`config.mk`:
```
export PLATFORM = sky130hd
export DESIGN_NAME = spi_master_param
export DESIGN_NICKNAME = d
export VERILOG_FILES = /design/src/rtl/spi_master_param.sv
export SDC_FILE = /design/constraint.sdc
export NUM_CORES = 1
export LEC_CHECK = 0
export BUFFER_PORTS_ARGS = -buffer_cell sky130_fd_sc_hd__buf_4
export CAP_MARGIN = 20
export CORE_MARGIN = 2
export CORE_UTILIZATION = 55
export CTS_CLUSTER_DIAMETER = 200
export CTS_CLUSTER_SIZE = 25
export DETAILED_ROUTE_END_ITERATION = 6
export MAX_ROUTING_LAYER = met4
export PLACE_DENSITY = 0.79
export REMOVE_ABC_BUFFERS = 1
export SLEW_MARGIN = 25
export SYNTH_ARGS = -nofsm -noshare
export SYNTH_HDL_FRONTEND = slang
export SYNTH_SLANG_ARGS = --single-unit
```
`constraint.sdc`:
```
create_clock -name clk -period 5.09 [get_ports clk]
set_clock_uncertainty 0.2 [all_clocks]
set_input_delay 0.509 -clock clk [delete_from_list [all_inputs] [get_ports clk]]
set_output_delay 0.509 -clock clk [all_outputs]
set_load 0.1 [all_outputs]
```
`src/rtl/spi_master_param.sv`:
```
// Parametrised SPI master: all four CPOL/CPHA modes, multi-word bursts under one slave select.
// Latency: the first SCLK edge comes CLK_DIV+2 cycles after start is taken. rx_valid pulses one cycle after each
//          word's last edge. done pulses CLK_DIV+1 cycles after the final rx_valid.
// Backpressure: tx_ready is high only in LOAD. The burst pauses there with SCLK idle and ss_n held low until tx_valid.
// Ports: clk/reset; start, cpol, cpha, ss_sel, num_words form the burst request;
//        tx_data/tx_valid/tx_ready is the word input; rx_data/rx_valid is the word output;
//        busy/done give status; sclk/mosi/miso/ss_n are the SPI pins.
module spi_master_param #(
    parameter int DATA_W    = 8,
    parameter int CLK_DIV   = 4,
    parameter int NUM_SS    = 2,
    parameter int MAX_WORDS = 32,
    localparam int CNT_W    = $clog2(MAX_WORDS + 1),
    localparam int SS_W     = (NUM_SS > 1) ? $clog2(NUM_SS) : 1
) (
    input  logic              clk,
    input  logic              reset,
    input  logic              start,
    input  logic              cpol,
    input  logic              cpha,
    input  logic [SS_W-1:0]   ss_sel,
    input  logic [CNT_W-1:0]  num_words,
    input  logic [DATA_W-1:0] tx_data,
    input  logic              tx_valid,
    output logic              tx_ready,
    output logic [DATA_W-1:0] rx_data,
    output logic              rx_valid,
    output logic              busy,
    output logic              done,
    output logic              sclk,
    output logic              mosi,
    input  logic              miso,
    output logic [NUM_SS-1:0] ss_n
);

    localparam int DIV_W  = $clog2(CLK_DIV + 1);
    localparam int EDGE_W = $clog2(2 * DATA_W + 1);
    localparam logic [DIV_W-1:0]  DIV_LAST  = DIV_W'(CLK_DIV - 1);
    localparam logic [DIV_W-1:0]  DIV_HOLD  = DIV_W'(CLK_DIV);
    localparam logic [EDGE_W-1:0] EDGES     = EDGE_W'(2 * DATA_W);
    localparam logic [EDGE_W-1:0] EDGE_LAST = EDGE_W'(2 * DATA_W - 1);

    typedef enum logic [2:0] {IDLE, LOAD, SETUP, SHIFT, HOLD} state_t;

    state_t              state, state_nxt;
    logic                mode_cpha, mode_cpha_nxt;
    logic [CNT_W-1:0]    words_left, words_left_nxt;
    logic [DIV_W-1:0]    div_cnt, div_cnt_nxt;
    logic [EDGE_W-1:0]   edge_cnt, edge_cnt_nxt;
    logic [DATA_W-1:0]   tx_sh, tx_sh_nxt;
    logic [DATA_W-1:0]   rx_sh, rx_sh_nxt;
    logic [DATA_W-1:0]   rx_data_nxt;
    logic                rx_valid_nxt, busy_nxt, done_nxt, sclk_nxt, mosi_nxt;
    logic [NUM_SS-1:0]   ss_n_nxt;
    logic                accept, leading;

    always_ff @(posedge clk) begin
        if (reset) begin
            state      <= IDLE;
            mode_cpha  <= 1'b0;
            words_left <= '0;
            div_cnt    <= '0;
            edge_cnt   <= '0;
            tx_sh      <= '0;
            rx_sh      <= '0;
            rx_data    <= '0;
            rx_valid   <= 1'b0;
            busy       <= 1'b0;
            done       <= 1'b0;
            sclk       <= 1'b0;
            mosi       <= 1'b0;
            ss_n       <= '1;
        end else begin
            state      <= state_nxt;
            mode_cpha  <= mode_cpha_nxt;
            words_left <= words_left_nxt;
            div_cnt    <= div_cnt_nxt;
            edge_cnt   <= edge_cnt_nxt;
            tx_sh      <= tx_sh_nxt;
            rx_sh      <= rx_sh_nxt;
            rx_data    <= rx_data_nxt;
            rx_valid   <= rx_valid_nxt;
            busy       <= busy_nxt;
            done       <= done_nxt;
            sclk       <= sclk_nxt;
            mosi       <= mosi_nxt;
            ss_n       <= ss_n_nxt;
        end
    end

    always_comb begin
        state_nxt      = state;
        mode_cpha_nxt  = mode_cpha;
        words_left_nxt = words_left;
        div_cnt_nxt    = div_cnt;
        edge_cnt_nxt   = edge_cnt;
        tx_sh_nxt      = tx_sh;
        rx_sh_nxt      = rx_sh;
        rx_data_nxt    = rx_data;
        rx_valid_nxt   = 1'b0;
        busy_nxt       = busy;
        done_nxt       = 1'b0;
        sclk_nxt       = sclk;
        mosi_nxt       = mosi;
        ss_n_nxt       = ss_n;
        tx_ready       = (state == LOAD);
        leading        = ~edge_cnt[0];
        accept         = start && (num_words != '0) && (num_words <= CNT_W'(MAX_WORDS))
                         && ({1'b0, ss_sel} < (SS_W + 1)'(NUM_SS));

        case (state)
            IDLE: begin
                sclk_nxt = cpol;
                if (accept) begin
                    // The sclk register is the latched CPOL for the whole burst.
                    // An even number of edges per word always returns it to idle.
                    mode_cpha_nxt  = cpha;
                    words_left_nxt = num_words;
                    busy_nxt       = 1'b1;
                    ss_n_nxt       = ~(NUM_SS'(1) << ss_sel);
                    state_nxt      = LOAD;
                end
            end
            LOAD: begin
                if (tx_valid) begin
                    tx_sh_nxt    = tx_data;
                    if (!mode_cpha) begin
                        mosi_nxt = tx_data[DATA_W-1];
                    end
                    div_cnt_nxt  = '0;
                    edge_cnt_nxt = '0;
                    state_nxt    = SETUP;
                end
            end
            SETUP: begin
                if (div_cnt == DIV_LAST) begin
                    // Preload so that the first SHIFT cycle produces the leading edge.
                    div_cnt_nxt = DIV_LAST;
                    state_nxt   = SHIFT;
                end else begin
                    div_cnt_nxt = div_cnt + DIV_W'(1);
                end
            end
            SHIFT: begin
                if (edge_cnt == EDGES) begin
                    // The cycle after the last edge publishes the word.
                    rx_data_nxt    = rx_sh;
                    rx_valid_nxt   = 1'b1;
                    words_left_nxt = words_left - CNT_W'(1);
                    div_cnt_nxt    = '0;
                    state_nxt      = (words_left == CNT_W'(1)) ? HOLD : LOAD;
                end else if (div_cnt == DIV_LAST) begin
                    div_cnt_nxt  = '0;
                    edge_cnt_nxt = edge_cnt + EDGE_W'(1);
                    sclk_nxt     = ~sclk;
                    if (leading ^ mode_cpha) begin
                        rx_sh_nxt = {rx_sh[DATA_W-2:0], miso};
                    end else if (!(edge_cnt == EDGE_LAST && !mode_cpha)) begin
                        // With CPHA=0 the MSB went out at LOAD, so the next bit is one position down.
                        // The final trailing edge has nothing left to present.
                        mosi_nxt  = mode_cpha ? tx_sh[DATA_W-1] : tx_sh[DATA_W-2];
                        tx_sh_nxt = {tx_sh[DATA_W-2:0], 1'b0};
                    end
                end else begin
                    div_cnt_nxt = div_cnt + DIV_W'(1);
                end
            end
            HOLD: begin
                if (div_cnt == DIV_HOLD) begin
                    ss_n_nxt  = '1;
                    done_nxt  = 1'b1;
                    busy_nxt  = 1'b0;
                    state_nxt = IDLE;
                end else begin
                    div_cnt_nxt = div_cnt + DIV_W'(1);
                end
            end
            default: state_nxt = IDLE;
        endcase
    end

endmodule

```
---- After elaboration in Yosys (flattened, before gate mapping) ----
Index checks and enable logic that the tools add are counted.
word-level totals
  register bits after elaboration ......... 49
  bits in latches ......................... 0
  RAM bits ................................ 0
  bits in read-only memories .............. 0
  bits of input ports ..................... 22
  output and inout port bits .............. 16
  word-level logic and storage cells ...... 114
  memories kept ........................... 0
cells by class
  add/sub/neg operators ................... 3
  $mul .................................... 0
  div/mod/pow operators ................... 0
  magnitude comparators ................... 1
  equality and inequality tests ........... 20
  shift operators ......................... 1
  multiplexer cells ....................... 45
  bitwise logic cells ..................... 7
  reduce and logical (&&, ||, !) cells .... 23
operator list
  operator                                                count
  2-to-1 mux 8 bit                                        5
  2-to-1 mux 3 bit                                        11
  inequality test 2 bit (second input constant)           11
  case mux 8 bit (2 select lines)                         1
  2-to-1 mux 5 bit                                        3
  case mux 3 bit (5 select lines)                         1
  2-to-1 mux 1 bit                                        13
  2-to-1 mux 6 bit                                        2
  case mux 3 bit (4 select lines)                         1
  case mux 6 bit (2 select lines)                         1
  AND reduction 3 bit                                     4
  case mux 5 bit (2 select lines)                         1
  equality test 3 x 2 -> 1 bit (second input constant)    3
  AND reduction 4 bit                                     2
  AND reduction 7 bit                                     1
  equality test 3 bit (second input constant)             2
  equality test 6 x 1 -> 1 bit (second input constant)    1
  less-or-equal comparator 6 bit (second input constant)  1
  case mux 1 bit (2 select lines)                         3
  AND reduction 6 bit                                     1
  nonzero test 2 bit                                      3
  nonzero test 6 bit                                      1
  subtractor 6 x 1 -> 6 bit (second input constant)       1
  adder 5 x 1 -> 5 bit (second input constant)            1
  17 further kinds                                        26

---- Longest topological paths before layout ----
  depth after elaboration ................. 7
  mapped depth ............................ 9

---- Worst setup path before layout ----
Ideal clock, no wire load.
  kind .................................... register -> output
  start point ............................. register state[2]
  end point ............................... output tx_ready
  arrival time ............................ 2.007 ns
  required time ........................... 4.381 ns
  setup slack ............................. 2.374 ns
  stages on the path, launching flop included .. 5
  path buffers ............................ 1
  path through ............................ dfxtp_1 -> buf_2 -> inv_1 -> nand2_1 -> nor2_1
on the way
  cells in the longest elaborated chain, start to end .. 1
RTL lines
  element                       line  text
  start: declaration            45    state_t state, state_nxt;
  start signal: assignment      74    state <= state_nxt;
  equality test 3 x 1 -> 1 bit  106   tx_ready = (state == LOAD);
  end: declaration              25    output logic tx_ready,
No other way between the ends.

---- Worst setup path in the final report ----
  start point ............................. register state[1]
  end point ............................... register words_left[1]
on the way
  cells in the longest elaborated chain, start to end .. 3
  elaborated cells between the ends (all ways) .. 7
RTL lines
  element                                                                line  text
  equality test 3 x 2 -> 1 bit or logical NOT 3 bit (tied branches)      111   case (state)
  inequality test 2 bit (no line) or nonzero test 2 bit (tied branches)  -
  AND reduction 3 bit (no line)                                          -
  end signal: assignment                                                 76    words_left <= words_left_nxt;
  end: declaration                                                       47    logic [CNT_W-1:0] words_left, words_left_nxt;
Several ways; a longest one is shown, not always the timed one.
A chain may end at the register's enable or synchronous reset.

==> out/results.txt <==
Status = finished, final reports clean
Die area = 5210 um^2
CTS Buffer Depth = 2
Min-Delay Path Class = primary input to flip-flop
Relative slew slack = 58.2%
Placed cell area = 2820 um^2
Top post-synthesis cells by area = dfxtp_1 (38%), nand2_1 (7.5%), a21oi_1 (5.3%)
Largest net degree at the start of global routing = 46
Register area share after synthesis = 38.4%
Post-cts sizing count = 0
Final Critical Period = 2810 ps
First-pass GRT wire length = 9370 um
Vias/cell = 5.78
H-tree depth = 2
DRC = 0
Yosys warns = 0
CTS clk-pin slew, worst paths = 90 ps
Insertion delay to the later sink of the worst-skew pair = 310 ps
CP Cell Sequence = nor2b_1 -> and2_1 -> nand2_1 -> a221oi_1 -> a211oi_1
Setup_tns = 0 ps
Die Ht = 72.2 um
Dpl ws = 2150 ps
Post-DP HPWL = 3880 um
Hold Fails Final Rpt = 0
Gr usage total = 23.3%
CTS root buf = clkbuf_8
Buf+Inv Stages, Crit Path = 0
Post-synth top area share = 38.4%
Synth Area per Inst = 8.25 um^2
TritonCTS clock tree = done
Post-synthesis register bit count = 49
Drt total wl = 5530 um
CTS buffer count = 5
Syn Inst Count = 310
CP endpoint kind = flip-flop
Setup repair bufs after CTS = 0
Critical path required time = 5060 ps
Hold buffer count at cts = 0
Worst EP arrival = 2790 ps
R2R setup slack = 2280 ps
Startpoint Class = flip-flop
Worst Tran Pin Value = 622 ps
RR Startpoint = state[1]
Pwr Density = 395 nW/um^2
Most common flop cell mapped by yosys = dfxtp_1
Clock tree sinks = 49
Max-Cap Viols = 0
Routability cong. = 0.890
Leak = 1.16 nW
R2R cell count = 5
Overflow after GRT = 0
Unrepaired setup endpoints after global routing = no
Non-Filler Instances = 390
CP Max Fanout = 16
Async S/R FF share, synth = 0%
Min-Delay Endpoint = rx_sh[0]
Area grow syn2layout = 15.2%
Number of diodes = 0
Mapped Area = 2560 um^2
Largest stage delay, worst path = 610 ps
Max IR drop VDD = 0.270 mV
CP Class = flip-flop to flip-flop
# setup viols final = 0
Worst r2r dst = words_left[1]
Fillers = 364
Max Freq = 355 MHz
Layout cells sized above 1 = 18.3%
Initial antenna violation count = 0
Core area = 4410 um^2
Vias post-DR = 2256
Die width = 72.2 um
Final Cycle Share = 55.3%
DR iter-0 viols = 92
Worst hold path stage count = 3
Drt pass-1 iters = 4
Fin. max-slew vios = 0
PortBufs = 37
Post-route cell area = 2950 um^2
Nets = 369
Post-DRT Antenna Nets = 0
IO Pins = 38
Post-synthesis cell type with the largest combined area = dfxtp_1
# rows = 24
WL/cell = 14.2 um
Number of global-route vias before repair = 2097
Setup ws final = 2280 ps
Crit path max-delay family = simple AND/OR/NAND/NOR gates
Placed Instances = 381
Critical-path top delay cell = dfxtp_1
Worst hold start = miso
EDFF count, synth = 0
Initial Util = 57.9%
Netlist cell types = 59
[Yosys cell counts (2+ instances only)]
cell,count
o21ai_0,8
nor4_1,2
clkbuf_1,13
a31oi_1,5
or3_1,3
nor2_1,33
buf_2,3
a221oi_1,2
dfxtp_1,49
a22oi_1,4
or4_1,2
nor3_1,7
o32ai_1,2
ha_1,10
mux2i_1,13
inv_1,16
nand3_1,6
a21oi_1,27
o32ai_2,3
nand2b_1,2
a311oi_1,7
nor2b_1,5
a22o_1,2
nand2_1,51
[per-layer routing]
metal	part of all wire (%)	up-vias	wire length, um	track usage (%)
li1	-	1148	-	-
met1	47	1051	2610	30.0
met2	47	50	2580	37.3
met3	5.0	7	276	4.31
met4	1.2	0	65	6.92
met5	0	-	0	-
[how the worst max path moves through the flow]
| stage | from | to | slack (ps) | cells past startpoint |
|---|---|---|---|---|
| 3_3_place_gp | state[0] | rx_sh[1] | 2260 | 5 |
| 4_1_cts | state[0] | rx_sh[5] | 2170 | 5 |
| 2_1_floorplan | state[0] | tx_ready | 2380 | 2 |
| 6_report | state[1] | words_left[1] | 2280 | 5 |
| 3_5_place_dp | state[0] | rx_sh[3] | 2150 | 5 |
| 5_1_grt | state[1] | words_left[1] | 2070 | 5 |
[state kept, by name, indices dropped and copies added (netlist names)]
| name | flops |
|---|---|
| state | 3 |
| words_left | 6 |
| edge_cnt | 5 |
| div_cnt | 3 |
| busy | 1 |
| done | 1 |
| tx_sh | 8 |
| mosi | 1 |
| ss_n | 2 |
| sclk | 1 |
| rx_data | 8 |
| mode_cpha | 1 |
| rx_valid | 1 |
| rx_sh | 8 |
[cells by family after synthesis]
logic type,after synthesis,synth area share [%]
AOI/OAI and AO/OA,75,21.1
and+or+nand+nor,126,24.2
muxes,14,5.53
DFF,49,38.4
adders and majority gates,10,4.89
buffers and inverters,35,5.58
xor gates and xnor gates,1,0.343
[per-stage QoR]
stage	util, %	power (mW)	hold WS [ps]
6_report	66.7	1.16	235
5_1_grt	66.7	1.23	265
4_1_cts	66.5	1.16	228
3_5_place_dp	63.9	0.882	249
3_3_place_gp	63.9	0.877	246
2_1_floorplan	-	0.782	225
[cell usage in the layout (no fill, tap or decap), types with 3 or more instances in the layout]
cell,instances
o32ai_2,3
ha_1,10
a21oi_1,27
a311oi_1,7
a22oi_1,4
clkbuf_8,5
nor3_1,7
nand3_1,6
a31oi_1,5
nand2_1,51
mux2i_1,13
inv_1,16
nor2b_1,5
or3_1,3
buf_4,37
dfxtp_1,49
nor2_1,33
o21ai_0,8
[report_power, final]
group          internal [mW]  switching [mW]  total (mW)
clock                  0.147           0.135       0.283
sequential             0.423          0.0534       0.477
combinational          0.136           0.267       0.403
[worst reg2reg max path, delay by kind of cell, from the launching register on]
family / cells / cell delay [ps]
AO/OA/AOI/OAI: 2 / 530
AND/OR/NAND/NOR: 3 / 1350
flip-flops: 1 / 610
[area by class of cell]
| cell class | count | area (um^2) | share of cell area (%) |
|---|---|---|---|
| well taps | 52 | 65.1 | 2.21 |
| flip-flops and latches | 49 | 981 | 33.3 |
| clock buffers | 5 | 68.8 | 2.34 |
| multi-input cells | 226 | 1430 | 48.7 |
| clock inverters | 3 | 43.8 | 1.49 |
| inverters | 17 | 63.8 | 2.17 |
| repair buffers | 38 | 289 | 9.81 |
Power figures use the tool's default switching activity.
